--- src/rtl/block_loader.sv ---
// -----------------------------------------------------------------------------
// block_loader
//
// Packs a stream of WORD_W-bit message words into one WORD_W*N_WORDS-bit block
// for the downstream permutation stage. Word 0 of a block lands in the most
// significant slot. A block is closed either by its last slot filling or by
// in_last. Slots left unwritten in a closed block read as zero.
//
// Ports
//   clk        single clock, all state updates on the rising edge
//   rst        asynchronous, active-high reset
//   in_valid   in_data / in_last are presented
//   in_ready   block accepts a word this cycle
//   in_data    message word
//   in_last    final word of a short or terminal block
//   out_valid  out_block is complete and stable
//   out_ready  downstream consumes out_block
//   out_block  assembled block, word 0 in the top WORD_W bits
//   out_count  number of words written into the presented block (1..N_WORDS)
// -----------------------------------------------------------------------------
module block_loader #(
  parameter int WORD_W  = 64,
  parameter int N_WORDS = 16
) (
  input  logic                      clk,
  input  logic                      rst,
  input  logic                      in_valid,
  output logic                      in_ready,
  input  logic [WORD_W-1:0]         in_data,
  input  logic                      in_last,
  output logic                      out_valid,
  input  logic                      out_ready,
  output logic [WORD_W*N_WORDS-1:0] out_block,
  output logic [4:0]                out_count
);

  localparam int BLK_W = WORD_W * N_WORDS;

  typedef enum logic {
    FILL = 1'b0,
    HOLD = 1'b1
  } state_t;

  state_t           state;
  logic [4:0]       cnt;
  logic [BLK_W-1:0] blk;
  logic             in_xfer;
  logic             out_xfer;
  logic             last_word;

  // While holding, a new word can only enter in the same cycle the held block
  // leaves, so readiness simply follows the downstream handshake.
  assign in_ready  = (state == FILL) | out_ready;
  assign in_xfer   = in_valid & in_ready;
  assign out_xfer  = out_valid & out_ready;
  assign last_word = in_last | (cnt == 5'(N_WORDS - 1));
  assign out_block = blk;

  // Slots are cleared whenever a block leaves, so a short block only has to
  // write its own words to present zeros in every unused slot.
  always_ff @(posedge clk or posedge rst) begin
    if (rst) begin
      state     <= FILL;
      cnt       <= '0;
      blk       <= '0;
      out_count <= '0;
      out_valid <= 1'b0;
    end else begin
      unique case (state)
        FILL: begin
          if (in_xfer) begin
            for (int i = 0; i < N_WORDS; i++) begin
              if (cnt == 5'(i)) begin
                blk[(N_WORDS-1-i)*WORD_W +: WORD_W] <= in_data;
              end
            end
            cnt <= cnt + 5'd1;
            if (last_word) begin
              state     <= HOLD;
              out_valid <= 1'b1;
              out_count <= cnt + 5'd1;
            end
          end
        end
        HOLD: begin
          if (out_xfer) begin
            if (in_xfer) begin
              // Old block leaves and the new word 0 enters in the same edge.
              blk <= {in_data, {(BLK_W-WORD_W){1'b0}}};
              cnt <= 5'd1;
              if (in_last) begin
                out_count <= 5'd1;
              end else begin
                state     <= FILL;
                out_valid <= 1'b0;
                out_count <= '0;
              end
            end else begin
              blk       <= '0;
              cnt       <= '0;
              state     <= FILL;
              out_valid <= 1'b0;
              out_count <= '0;
            end
          end
        end
        default: begin
          state     <= FILL;
          out_valid <= 1'b0;
        end
      endcase
    end
  end

endmodule

--- config.mk ---
export PLATFORM = sky130hd
export DESIGN_NAME = block_loader
export DESIGN_NICKNAME = d
export VERILOG_FILES = /design/src/rtl/block_loader.sv
export SDC_FILE = /design/constraint.sdc
export NUM_CORES = 2
export LEC_CHECK = 0
export CAP_MARGIN = 15
export CORE_AREA = 2 2 430 432
export DETAILED_ROUTE_END_ITERATION = 10
export DIE_AREA = 0 0 432 434
export PLACE_DENSITY = 0.42
export SLEW_MARGIN = 20
export SYNTH_ARGS = -nofsm -noshare
export SYNTH_HDL_FRONTEND = slang
export SYNTH_SLANG_ARGS = --single-unit
--- constraint.sdc ---
create_clock -name clk -period 50 [get_ports clk]
set_clock_uncertainty 0.2 [all_clocks]
set_input_delay 7.5 -clock clk [delete_from_list [all_inputs] [get_ports clk]]
set_output_delay 7.5 -clock clk [all_outputs]
set_load 0.005 [all_outputs]
==> qor.yml <==
critical_path:
  reg2reg_slack_ps: 43790
  timing.rr.end: "out_block[885]"
  crit_family: "buffers and inverters"
  r2r_start: "state"
  critPathRequiredTime_ps: 42300
  cp.arrival_ps: 8880
  crit_fanout: 7
  cp_slowest_cell: "clkdlybuf4s50_1"
  cp_num_buf_inv: 2
  worstPathCellList: "clkdlybuf4s50_1 > nand2b_1 > clkdlybuf4s50_1"
  crit_type: "primary input to primary output"
  reg2reg_depth: 8
  cpPeakStageDelay_ps: 710
  critPathLaunchType: "primary input"
  end_kind: "primary output"
  cpMostUsedCell: "clkdlybuf4s50_1"
clock_tree:
  tritoncts: "built"
  clk_pin_slew_ps: 60
  htreeDepth: 4
  clock_latency_ps: 780
  cts_max_path_buffers: 3
  hold_buffers: 0
  cts_buffers: 132
  cts_root_buf: "clkbuf_16"
  cts_setup_buffers: 0
  cts_resized: 0
  cts_sinks: 1036
yosys:
  synth_area_um2: 42670
  synth-seq-cells: 1036
  ys_seq_area_share_pct: 60.76
  synth_warnings: 0
  synth.avg_cell_area_um2: 11.53
  syn_inst: 3700
  synth_cell_type_count: 43
  synth_nets: 3774
drt:
  vias: 32900
  ant_nets: 0
  drt_wl_total_um: 200600
  wl_per_cell_um: 27.72
  avgViaCountPerCell: 4.546
  first_pass_iters: 5
  dr.first_iter.drc_count: 2105
  drc: 0
run_status:
  status: "finished clean"
flow_run:
  cap_violations: 0
placement:
  post-dp-hpwl_um: 137600
  gp_congestion: 0.8043
  place_inst: 6994
  io_buffer_count: 1099
global_route:
  grt_pass1_vias: 33300
  antenna_found_initial: 12
  grt_util_all_layers_pct: 20.86
  grt_max_degree: 150
  grt_pass1_wl_um: 277200
  overflow: 0
sta:
  hold_violations: 0
  period_share_pct: 33.15
  setup_violations: 0
  rsz0062_at_grt: "no"
  fin_tns_setup_ps: 0
  worst_pin_slew_ps: 1118
  slew_headroom_pct: 25.48
  maxClockFrequency_ghz: 0.06033
  fin_crit_ps: 16580
  timing_max_transition_violations_final: 0
hold_path:
  holdPathStages: 1
  holdCritStartpoint: "out_block[496]"
  hold_class: "register to register"
  hold-path-endpoint: "out_block[496]"
floorplanning:
  fp.coreArea_um2: 182500
  initial_utilization_pct: 23.38
  die_h_um: 434
  rows: 157
  boundaryPins: 1100
  die_area_um2: 187500
  dieWidth_um: 432
final_layout:
  drive_gt1_share_pct: 11.11
  final_cells: 7236
  synthToLayoutAreaGrowth_pct: 41.74
  finalNetCount: 4818
  final_util_pct: 33.14
pwr:
  power-per-cell-area_nw_per_um2: 51.41
  leakage_uw: 0.02817
  ir_drop_mv: 0.03219
Yosys cell counts:
cell / instances / area share, %
a211oi_1: 1 / 0.018
a21bo_2: 2 / 0.047
a21o_1: 3 / 0.053
a21oi_1: 1 / 0.012
a21oi_4: 3 / 0.11
a22o_1: 2 / 0.041
a32o_1: 1 / 0.023
and2_1: 6 / 0.088
and3_1: 2 / 0.029
and4bb_1: 1 / 0.029
and4bb_2: 3 / 0.088
buf_1: 22 / 0.19
buf_2: 46 / 0.54
buf_4: 58 / 1.0
buf_6: 13 / 0.34
clkbuf_1: 143 / 1.3
clkbuf_2: 1 / 0.012
dfrtp_1: 1036 / 61
ha_1: 5 / 0.15
inv_1: 69 / 0.61
mux2_1: 46 / 1.2
mux2_2: 153 / 4.0
mux2_4: 60 / 2.1
mux2i_1: 448 / 11
nand2_1: 772 / 6.8
nand2_2: 3 / 0.044
nand2_4: 3 / 0.079
nand2b_1: 66 / 0.97
nand3_1: 322 / 3.8
nand3_2: 1 / 0.023
nand3b_1: 1 / 0.018
nand4_1: 1 / 0.015
nor2_1: 6 / 0.053
nor2_2: 1 / 0.015
nor2b_1: 68 / 1.0
o211ai_1: 1 / 0.018
o21ai_0: 315 / 3.7
o21ai_1: 10 / 0.12
o2bb2ai_1: 1 / 0.021
o31ai_1: 1 / 0.018
o41ai_1: 1 / 0.021
xnor2_1: 1 / 0.021
xor2_1: 1 / 0.021
sequential cells by signal, indices dropped and copies added, names as in the netlist:
name and flops:
out_count 5, out_valid 1, out_block 1024, cnt 5, state 1
layer usage:
layer,share of wire [%],track usage (%),vias to the layer above
li1,-,-,14540
met1,42,26.26,17050
met2,48,33.76,1028
met3,6.5,5.699,277
met4,4.1,8.415,2
met5,0.0065,0,-
worst max-delay path by stage:
stage	from	to	slack, ps	depth (start not counted)
2_1_floorplan	rst	cnt[0]	13140	1
3_3_place_gp	out_ready	in_ready	33430	3
3_5_place_dp	out_ready	in_ready	33430	3
4_1_cts	out_ready	in_ready	33430	3
5_1_grt	out_ready	in_ready	33390	3
6_report	out_ready	in_ready	33420	3
kinds of logic after synthesis:
kind of cell / share of synthesized area, %
buffers and inverters: 3.973
AND/OR/NAND/NOR: 13.01
multiplexers: 17.87
XOR/XNOR: 0.04106
AO/OA/AOI/OAI: 4.196
adder cells (fa/ha/maj): 0.1466
flip-flops: 60.76
power breakdown:
| group | switching [uW] | internal (uW) | total (uW) |
|---|---|---|---|
| sequential | 112 | 1030 | 1140 |
| clock | 403 | 573 | 976 |
| combinational | 493 | 500 | 993 |
| total | 1010 | 2100 | 3110 |
through the flow:
| stage | hold WS (ps) | total power, uW | instance area, um2 | worst slack [ps] |
|---|---|---|---|---|
| after floorplan | 288.9 | 1526 | 42670 | 13140 |
| after global placement | 274.3 | 2157 | 56030 | 33430 |
| after detailed placement | 280.0 | 2160 | 56030 | 33430 |
| after CTS | 292.9 | 3161 | 60430 | 33430 |
| after global routing | 302.2 | 3263 | 60460 | 33390 |
| final | 286.6 | 3109 | 60480 | 33420 |
cells in the final DEF, fill, tap and decap left out, types with 6 or more instances in the layout:
master and n:
clkdlybuf4s50_1 1099, dfrtp_1 1035, nand2_1 772, mux2i_1 448
nand3_1 322, o21ai_0 315, mux2_2 153, clkbuf_16 133
buf_4 90, inv_1 68, nand2b_1 66, nor2b_1 66
mux2_4 60, mux2_1 46, clkbuf_8 36, clkbuf_1 28
clkinv_2 11, diode_2 10, o21ai_1 10, nand2_4 6
nor2_1 6
final cells by class:
class,count,area [um2]
fillers,18590,122000
clock buffers,197,3929
repair buffers,1193,11750
inverters,69,266.5
well taps,2385,2984
flip-flops and latches,1036,25930
multi-input cells,2312,15130
clock inverters,34,467.9
diodes,10,25.02
Note: power is estimated with default switching activity, not from simulation.
